===== config.mk =====
export PLATFORM = sky130hd
export DESIGN_NAME = lane_stripe_sched_flat
export DESIGN_NICKNAME = d
export VERILOG_FILES = /design/src/rtl/lane_stripe_if.sv /design/src/rtl/lane_stripe_sched.sv /design/src/flat_wrapper.sv
export SDC_FILE = /design/constraint.sdc
export NUM_CORES = 1
export LEC_CHECK = 0
export CAP_MARGIN = 30
export CORE_MARGIN = 1.5
export CORE_UTILIZATION = 49
export DETAILED_ROUTE_END_ITERATION = 16
export PLACE_DENSITY = 0.94
export SLEW_MARGIN = 20
export SYNTH_ARGS = -nofsm -noshare
export SYNTH_HDL_FRONTEND = slang
export SYNTH_SLANG_ARGS = --single-unit

===== constraint.sdc =====
create_clock -name clk_2f -period 6.35 [get_ports clk_2f]
set_input_delay 1.27 -clock clk_2f [delete_from_list [all_inputs] [get_ports clk_2f]]
set_output_delay 1.27 -clock clk_2f [all_outputs]
set_load 0.01 [all_outputs]

===== src/rtl/lane_stripe_if.sv =====
// lane_stripe_if: upstream word handshake, lane credit returns and lane write outputs of the stripe scheduler
// Ports (slave view): in valid_in, data_in[DW], lane_en[2], credit_ret0/1;
//                     out ready_out, wr_en0/1, data_out0/1[DW], pad_out, err_credit
interface lane_stripe_if #(parameter int DW = 32);
  logic valid_in;
  logic [DW-1:0] data_in;
  logic [1:0] lane_en;
  logic credit_ret0;
  logic credit_ret1;
  logic ready_out;
  logic wr_en0;
  logic wr_en1;
  logic [DW-1:0] data_out0;
  logic [DW-1:0] data_out1;
  logic pad_out;
  logic err_credit;
  modport master (
    output valid_in, data_in, lane_en, credit_ret0, credit_ret1,
    input ready_out, wr_en0, wr_en1, data_out0, data_out1, pad_out, err_credit
  );
  modport slave (
    input valid_in, data_in, lane_en, credit_ret0, credit_ret1,
    output ready_out, wr_en0, wr_en1, data_out0, data_out1, pad_out, err_credit
  );
endinterface


===== src/rtl/lane_stripe_sched.sv =====
// lane_stripe_sched: two-lane word striping scheduler with per-lane credits, pair alignment and single-lane mode
// Ports: clk_2f (only clock), reset_L (sync active-low), bus (lane_stripe_if.slave: upstream
//        valid/data/ready, lane_en mask, credit returns, registered lane strobes/data, pad_out, err_credit)
// Config: define STRIPE_PAD_EN to close an open pair with PAD_WORD on lane 1 before returning to IDLE
module lane_stripe_sched #(
  parameter int DW = 32,
  parameter int CREDITS = 4,
  parameter logic [DW-1:0] PAD_WORD = 32'hBCBCBCBC
) (
  input logic clk_2f,
  input logic reset_L,
  lane_stripe_if.slave bus
);
  typedef enum logic [1:0] {IDLE, STRIPE, SINGLE, FLUSH} state_t;
  localparam logic [3:0] CMAX = 4'(CREDITS);
  state_t r_state, w_state_nxt;
  logic r_ptr, w_ptr_nxt;
  logic [3:0] r_cred0, r_cred1;
  logic r_wr0, r_wr1, r_pad, r_err;
  logic [DW-1:0] r_d0, r_d1;
  logic w_ready, w_acc, w_wr0, w_wr1, w_pad, w_ovf0, w_ovf1;
  function automatic logic [3:0] cred_nxt(input logic [3:0] c, input logic wr, input logic ret);
    return (wr == ret || (ret && c == CMAX)) ? c : wr ? c - 4'd1 : c + 4'd1;
  endfunction
  // r_ptr doubles as the stripe pointer and the single-lane target
  assign w_ready = (r_state == STRIPE || r_state == SINGLE) && (r_ptr ? |r_cred1 : |r_cred0);
  assign w_acc = bus.valid_in && w_ready;
  assign w_wr0 = w_acc && !r_ptr;
  assign w_wr1 = (w_acc && r_ptr) || w_pad;
  assign w_ovf0 = bus.credit_ret0 && !w_wr0 && r_cred0 == CMAX;
  assign w_ovf1 = bus.credit_ret1 && !w_wr1 && r_cred1 == CMAX;
  always_comb begin
    w_state_nxt = r_state;
    w_ptr_nxt = r_ptr;
    w_pad = 1'b0;
    case (r_state)
      IDLE: begin
        w_state_nxt = &bus.lane_en ? STRIPE : |bus.lane_en ? SINGLE : IDLE;
        w_ptr_nxt = bus.lane_en == 2'b10;
      end
      STRIPE: begin
        if (w_acc) w_ptr_nxt = ~r_ptr;
        else if (!bus.valid_in && !r_ptr) w_state_nxt = IDLE;
`ifdef STRIPE_PAD_EN
        else if (!bus.valid_in) w_state_nxt = FLUSH;
`endif
      end
      SINGLE: w_state_nxt = bus.valid_in ? SINGLE : IDLE;
`ifdef STRIPE_PAD_EN
      FLUSH: if (|r_cred1) begin
        w_pad = 1'b1;
        w_ptr_nxt = 1'b0;
        w_state_nxt = IDLE;
      end
`endif
      default: w_state_nxt = IDLE;
    endcase
  end
  always_ff @(posedge clk_2f) begin
    if (!reset_L) begin
      r_state <= IDLE;
      r_ptr <= 1'b0;
      r_cred0 <= CMAX;
      r_cred1 <= CMAX;
      r_wr0 <= 1'b0;
      r_wr1 <= 1'b0;
      r_d0 <= '0;
      r_d1 <= '0;
      r_pad <= 1'b0;
      r_err <= 1'b0;
    end else begin
      r_state <= w_state_nxt;
      r_ptr <= w_ptr_nxt;
      r_cred0 <= cred_nxt(r_cred0, w_wr0, bus.credit_ret0);
      r_cred1 <= cred_nxt(r_cred1, w_wr1, bus.credit_ret1);
      r_wr0 <= w_wr0;
      r_wr1 <= w_wr1;
      if (w_wr0) r_d0 <= bus.data_in;
      if (w_wr1) r_d1 <= w_pad ? PAD_WORD : bus.data_in;
      r_pad <= w_pad;
      r_err <= r_err | w_ovf0 | w_ovf1;
    end
  end
  assign bus.ready_out = w_ready;
  assign bus.wr_en0 = r_wr0;
  assign bus.wr_en1 = r_wr1;
  assign bus.data_out0 = r_d0;
  assign bus.data_out1 = r_d1;
  assign bus.pad_out = r_pad;
  assign bus.err_credit = r_err;
endmodule


===== src/flat_wrapper.sv =====
// flat-port wrapper written by rule: the top's interface ports become plain ports
module lane_stripe_sched_flat 
#(
  parameter int DW = 32,
  parameter int CREDITS = 4,
  parameter logic [DW-1:0] PAD_WORD = 32'hBCBCBCBC
)
  (clk_2f, reset_L, bus_valid_in, bus_data_in, bus_lane_en, bus_credit_ret0, bus_credit_ret1, bus_ready_out, bus_wr_en0, bus_wr_en1, bus_data_out0, bus_data_out1, bus_pad_out, bus_err_credit);
  lane_stripe_if #(.DW(DW)) bus_i ();
  input logic clk_2f;
  input logic reset_L;
  input wire logic [$bits(bus_i.valid_in)-1:0] bus_valid_in;
  input wire logic [$bits(bus_i.data_in)-1:0] bus_data_in;
  input wire logic [$bits(bus_i.lane_en)-1:0] bus_lane_en;
  input wire logic [$bits(bus_i.credit_ret0)-1:0] bus_credit_ret0;
  input wire logic [$bits(bus_i.credit_ret1)-1:0] bus_credit_ret1;
  output wire logic [$bits(bus_i.ready_out)-1:0] bus_ready_out;
  output wire logic [$bits(bus_i.wr_en0)-1:0] bus_wr_en0;
  output wire logic [$bits(bus_i.wr_en1)-1:0] bus_wr_en1;
  output wire logic [$bits(bus_i.data_out0)-1:0] bus_data_out0;
  output wire logic [$bits(bus_i.data_out1)-1:0] bus_data_out1;
  output wire logic [$bits(bus_i.pad_out)-1:0] bus_pad_out;
  output wire logic [$bits(bus_i.err_credit)-1:0] bus_err_credit;
  assign bus_i.valid_in = bus_valid_in;
  assign bus_i.data_in = bus_data_in;
  assign bus_i.lane_en = bus_lane_en;
  assign bus_i.credit_ret0 = bus_credit_ret0;
  assign bus_i.credit_ret1 = bus_credit_ret1;
  assign bus_ready_out = bus_i.ready_out;
  assign bus_wr_en0 = bus_i.wr_en0;
  assign bus_wr_en1 = bus_i.wr_en1;
  assign bus_data_out0 = bus_i.data_out0;
  assign bus_data_out1 = bus_i.data_out1;
  assign bus_pad_out = bus_i.pad_out;
  assign bus_err_credit = bus_i.err_credit;
  lane_stripe_sched #(.DW(DW), .CREDITS(CREDITS), .PAD_WORD(PAD_WORD)) u_core (.clk_2f(clk_2f), .reset_L(reset_L), .bus(bus_i));
endmodule

# Yosys cells after proc, flatten, opt, wreduce, memory -nomap -nowiden
# Cells that the tools add are included.
[op_classes] n_addsub=4 eq_ne=10 mux=11 bitwise_logic=3 n_reduce_logical=26
[ops] operator="1-bit logical AND" n=11
[ops] operator="2-bit 2-to-1 mux" n=5
[ops] operator="4-bit by 1-bit adder with 4-bit output, second input constant" n=2
[ops] operator="4-bit by 3-bit == test with 1-bit output, second input constant" n=2
[ops] operator="4-bit 2-to-1 mux" n=2
[ops] operator="4-bit OR reduction" n=2
[ops] operator="4-bit by 1-bit subtractor with 4-bit output, second input constant" n=2
[ops] operator="2-bit case mux with 3 select lines" n=1
[ops] operator="2-bit AND reduction" n=3
[ops] operator="2-bit == test, second input constant" n=2
[ops] operator="1-bit zero test" n=4
[ops] operator="2-bit inequality test, second input constant" n=2
[ops] operator="1-bit logical OR" n=3
[ops] operator="1-bit == test" n=2
[ops] operator="2-bit by 1-bit == test with 1-bit output, second input constant" n=1
[ops] operator="2-bit zero test" n=1
[ops] operator="1-bit 2-to-1 mux" n=2
[ops] operator="2-bit by 1-bit inequality test with 1-bit output, second input constant" n=1
[ops] operator="1-bit bitwise OR" n=2
[ops] operator="1-bit case mux with 2 select lines" n=1
[ops] operator="2-bit nonzero test" n=1
[ops] operator="2-bit OR reduction" n=1
[ops] operator="1-bit inverter" n=1
[word_totals] register_bits=78 in_bits=39 output_inout_bits=69 word_cells=63

# Logic depth before layout (Yosys ltp)
[depth] depth_word=10 mapped_depth=13 ltp_nobuf=12

# Worst setup path after synthesis
# Ideal clock, no wire load.
[synth_path] path_kind="input-to-reg" from="input bus_valid_in" to="register u_core.r_cred0[3]" setup_ns=0.118 arrival_time_ns=2.843 required_time_ns=6.232 slack_ns=3.388 cell_stages=11 n_path_buf=2 path_cell_list="nand2_1 or3_1 buf_6 inv_6 buf_6 ha_1 a21o_1 a21oi_1 xnor2_1 nand2_1 mux2i_1"
[synth_between] elab_chain_len=4 word_cells_on_any_way=5 cone_classes="eq/ne (1); mux (1); reduce/logical (3)"
[synth_rtl] element="start, declared" line="flat_wrapper.sv:12" text="input wire logic [$bits(bus_i.valid_in)-1:0] bus_valid_in;"
[synth_rtl] element="1-bit logical AND *" line="lane_stripe_sched.sv:27" text="assign w_acc = bus.valid_in && w_ready;"
[synth_rtl] element="1-bit logical AND *" line="lane_stripe_sched.sv:28" text="assign w_wr0 = w_acc && !r_ptr;"
[synth_rtl] element="net u_core.w_wr0" line="lane_stripe_sched.sv:21" text="logic w_ready, w_acc, w_wr0, w_wr1, w_pad, w_ovf0, w_ovf1;"
[synth_rtl] element="1-bit == test" line="lane_stripe_sched.sv:23" text="return (wr == ret || (ret && c == CMAX)) ? c : wr ? c - 4'd1 : c + 4'd1;"
[synth_rtl] element="1-bit logical OR" line="lane_stripe_sched.sv:23"
[synth_rtl] element="end signal, assigned" line="lane_stripe_sched.sv:74" text="r_cred0 <= cred_nxt(r_cred0, w_wr0, bus.credit_ret0);"
[synth_rtl] element="end, declared" line="lane_stripe_sched.sv:18" text="logic [3:0] r_cred0, r_cred1;"
# Mark *: on every way through the listed nets, which the timed path passes. The rest lies on a longest branch.
# A chain may end at the register's enable or synchronous reset.

# Final worst setup path
[layout_path] from="input bus_valid_in" to="register u_core.r_cred1[3]"
[layout_between] elab_chain_len=4 word_cells_on_any_way=5 cone_classes="eq/ne (1); mux (1); reduce/logical (3)"
[layout_rtl] element="1-bit logical AND *" line="lane_stripe_sched.sv:27"
[layout_rtl] element="1-bit logical AND *" line="lane_stripe_sched.sv:29" text="assign w_wr1 = (w_acc && r_ptr) || w_pad;"
[layout_rtl] element="1-bit == test" line="lane_stripe_sched.sv:23"
[layout_rtl] element="1-bit logical OR" line="lane_stripe_sched.sv:23"
[layout_rtl] element="end signal, assigned" line="lane_stripe_sched.sv:75" text="r_cred1 <= cred_nxt(r_cred1, w_wr1, bus.credit_ret1);"
[layout_rtl] element="end, declared" line="lane_stripe_sched.sv:18"
# Mark *: on every way between the ends. The rest lies on a longest branch, timed or not.

==> flow_results.org <==
** Clock tree
- The number of gates resized after CTS was 0.
- Clock transition at the register clock pins on the worst setup and hold paths after CTS :: 0.08 ns
- Total number of H-tree levels :: 3
- CTS saw 78 sinks.
- CTS buffer count :: 9
- Insertion delay to the later sink of the worst-skew pair :: 0.34 ns
- CTS tree :: yes
- Longest Clk Path Bufs :: 2
- Clock tree synthesis selected as its root buffer the cell clkbuf_8.
- Once the clock tree was built, the setup fixing pass inserted 0 buffers.
- For this design, the CTS-stage hold fixing added 0 buffers.

** Layout
- Post-layout util :: 0.7136
- From synthesis to final layout, the design area changed by 39.97%.
- The sequential cells in the finished layout cover a total of 1562 um^2.
- Non-filler cells, final :: 553
- The repair_antennas step left the layout with diodes totalling 0.
- The filler cells instantiated in the layout total 487.
- Summing all non-filler instances in the final layout gives an area of 4557 um^2.
- Summing all multi-input logic gate instances after layout gives 1526 um^2.
- Layout cell share with drive strength beyond 1 :: 0.05042
- # nets final :: 523

** Synthesis
- Avg Synthesized Cell Area :: 8.705 um^2
- During synthesis, Yosys emitted a total of 0 warnings.
- Ranking of synthesized cells by area :: dfxtp_1 48%, nand2_1 16%, a21boi_0 12%
- Cell area after technology mapping :: 3256 um^2
- Cell type with the highest aggregate area in the netlist :: dfxtp_1
- Post-synthesis instance total :: 374
- Counting flops and latches in the post-synthesis netlist gives 78.
- Number of unique standard cell types used by synthesis :: 31
- Post-synth net total :: 426
- Sequential share of the synthesized area :: 0.4796
- Synth top area share :: 0.4796

** Drt
- First drt pass iteration count :: 4
- DRC viols :: 0
- For this block, the via count after detailed routing is 2,812.
- Total routed wirelength :: 7.396 mm
- In the routed layout, each cell is associated on average with a via count of 5.085.
- Detail Route Antenna Nets :: 0
- In this run, the number of DRC markers left after iteration 0 of detailed routing was 134.
- Final routed wire length divided by cell count :: 13.37 um

** Global route
- Overall Global Routing Usage :: 0.2139
- Number of global-route vias before repair :: 2,720
- Entering global routing, the biggest net connects 52 pins.
- The first global-routing pass estimated 12.40 mm of wire.
- For this run the aggregate overflow at the end of global routing stands at 0.
- The initial antenna violation count came to 0.

** Setup path
- Worst flop-to-flop path startpoint :: u_core.r_state[1]
- Depth of the most critical reg-to-reg path :: 12
- Nature of the critical path endpoint :: flop
- For flop-to-flop paths, the worst setup slack is 3.60 ns.
- Critical Path Start Type :: primary input
- Slowest CP cell :: clkdlybuf4s50_1
- By instance count, the cell type seen most on the critical path is nand2_1.
- Peak fanout along the critical path :: 36
- Data on the critical path arrives at its endpoint at 3.70 ns.
- The setup path with the least slack is of type primary input to flop.
- Largest stage delay, worst path :: 0.50 ns
- The signal on the critical path passes through clkdlybuf4s50_1 -> nand2_1 -> nor2_1 -> nand2_4 -> inv_4 -> ha_1 -> a21o_1 -> a21oi_1 -> xnor2_1 -> nand2_1 -> mux2i_1.
- Reg-to-reg endpoint :: u_core.r_cred1[3]
- Data required, critical path :: 6.58 ns

** Die
- The die covers 7142 um^2.
- The floorplan step defined a core boundary enclosing 6386 um^2.
- I/O pin count :: 108
- For this configuration, the core starts out at a cell density of 0.5098.
- Number of placement rows :: 29
- Floorplan die height :: 84.51 um
- Horizontal extent of the die :: 84.51 um

** STA
- Setup repair after global routing left no endpoint under its margin.
- Slew Limit Fails :: 0
- Aggregate negative setup slack :: 0 ns
- In the finished design, the share of the clock period the worst path needs comes to 0.5468.
- Worst-case clock skew :: 0.007047 ns
- Setup violations remaining at the end of the flow were counted as 0.
- On the final layout, the worst hold slack is 0.4571 ns.
- Peak Freq :: 288.0 MHz
- For the pin with the worst max-slew slack, the measured transition is 0.5008 ns.
- Max-Slew Margin vs Limit :: 0.6645
- The smallest clock period supported by the final layout is computed as 3.472 ns.
- Final WS setup :: 2.878 ns
- The total count of hold-check failures in the final report is 0.

** Hold path
- The startpoint identified for the worst hold timing path is u_core.bus.data_out0[12].
- Worst Hold Depth :: 2
- For hold timing, the worst endpoint is u_core.bus.data_out0[12].
- The min-delay analysis places its worst path in the category flop to flop.

** Power and ir drop
- Leakage power figure :: 1.664 nW
- Pwr Total :: 1.193 mW
- Power density normalized to cell area :: 261.9 nW/um^2
- Worst supply voltage drop on vdd :: 176.4 uV

** Placement
- The count of buffers added on input and output ports is 106.
- The congestion estimate from routability-driven global placement came to 0.8377.
- Before CTS, the worst setup slack after placement is 2.523 ns.
- Area after detailed placement :: 4309 um^2
- Hpwl dp :: 5.168 mm
- Counting tap cells, the placed design contains a total of 537 instances.

** Outcome
- The run finished with clean final reports.

** Flow run
- Max-cap violations in this run came to 0.
[state kept, by name, summed over array words and instances, names as in the netlist]
| name | cells |
|---|---|
| u_core.bus.data_out0 | 32 |
| u_core.r_cred1 | 4 |
| u_core.bus.wr_en1 | 1 |
| u_core.bus.wr_en0 | 1 |
| u_core.bus.err_credit | 1 |
| u_core.r_cred0 | 4 |
| u_core.r_ptr | 1 |
| u_core.r_state | 2 |
| u_core.bus.data_out1 | 32 |
[worst max path at each step]
stage | endpoint | slack, ns | startpoint | cells after the start
3_5_place_dp | u_core.r_cred1[3] | 2.52 | bus_valid_in | 11
3_3_place_gp | u_core.r_cred1[3] | 2.61 | bus_valid_in | 11
6_report | u_core.r_cred1[3] | 2.88 | bus_valid_in | 11
5_1_grt | u_core.r_cred1[3] | 2.63 | bus_valid_in | 11
2_1_floorplan | u_core.r_cred0[3] | 3.39 | bus_valid_in | 11
4_1_cts | u_core.r_cred1[3] | 2.88 | bus_valid_in | 11
[report_power, final]
group          switching (mW)  total, mW  internal (mW)
Combinational          0.0950      0.200          0.105
Sequential             0.0255      0.544          0.518
Clock                   0.177      0.450          0.273
[metal layers]
layer	wire length, um	vias to the layer above	part of all wire	track usage
met5	0	-	0	0
met4	106	0	0.014	0.09091
met3	433	13	0.059	0.04818
met2	3669	89	0.50	0.3701
met1	3186	1306	0.43	0.2551
li1	-	1404	-	-
[cell usage in the layout (no fill, tap or decap), types with 4 or more instances in the layout]
master,synthesis,routed
inv_1,7,7
clkbuf_8,0,10
nand2_1,140,140
xnor2_1,4,4
ha_1,11,11
and2_1,6,6
a21boi_1,14,14
a21boi_0,51,51
a31oi_1,4,4
o21ai_0,6,6
dfxtp_1,78,78
clkdlybuf4s50_1,0,105
[cell usage after synthesis]
| cell | number |
|---|---|
| fa_1 | 2 |
| ha_1 | 11 |
| mux2_2 | 1 |
| or3_1 | 1 |
| and2_1 | 6 |
| nor2_1 | 1 |
| conb_1 | 1 |
| inv_4 | 1 |
| a21oi_1 | 2 |
| a21boi_0 | 51 |
| xnor2_1 | 4 |
| clkbuf_1 | 8 |
| xor2_1 | 2 |
| inv_6 | 1 |
| nor3_1 | 2 |
| nor4_2 | 2 |
| buf_2 | 8 |
| nand2_1 | 140 |
| mux2i_1 | 3 |
| inv_1 | 7 |
| nand2b_1 | 3 |
| nand3_1 | 3 |
| a31oi_1 | 4 |
| o211a_1 | 3 |
| nand2_4 | 1 |
| o21ai_0 | 6 |
| buf_6 | 3 |
| dfxtp_1 | 78 |
| buf_4 | 3 |
| a21o_1 | 2 |
| a21boi_1 | 14 |
[cell families after synthesis]
kind of cell	count (synthesis)	synth area share
flip-flops	78	0.4796
buffers and inverters	31	0.05150
other	1	0.001152
XOR/XNOR	6	0.01614
AO/OA/AOI/OAI	82	0.1837
adder cells (fa/ha/maj)	13	0.05457
AND/OR/NAND/NOR	159	0.2006
multiplexers	4	0.01268
[worst max-delay path, delay by kind of cell]
family / cells / cell delay, ns
fa+ha+maj: 1 / 0.30
buf+inv: 2 / 0.89
xor+xnor: 1 / 0.13
mux: 1 / 0.14
compound gates: 2 / 0.34
simple gates: 4 / 0.63
[cell type report]
class,count,share of cell area
repair buffers,108,0.2378
clock buffers,11,0.03103
multi-input cells,265,0.3350
flip-flops and latches,78,0.3427
clock inverters,5,0.02334
inverters,9,0.009061
well taps,77,0.02114
Note: power is estimated with default switching activity, not from simulation.
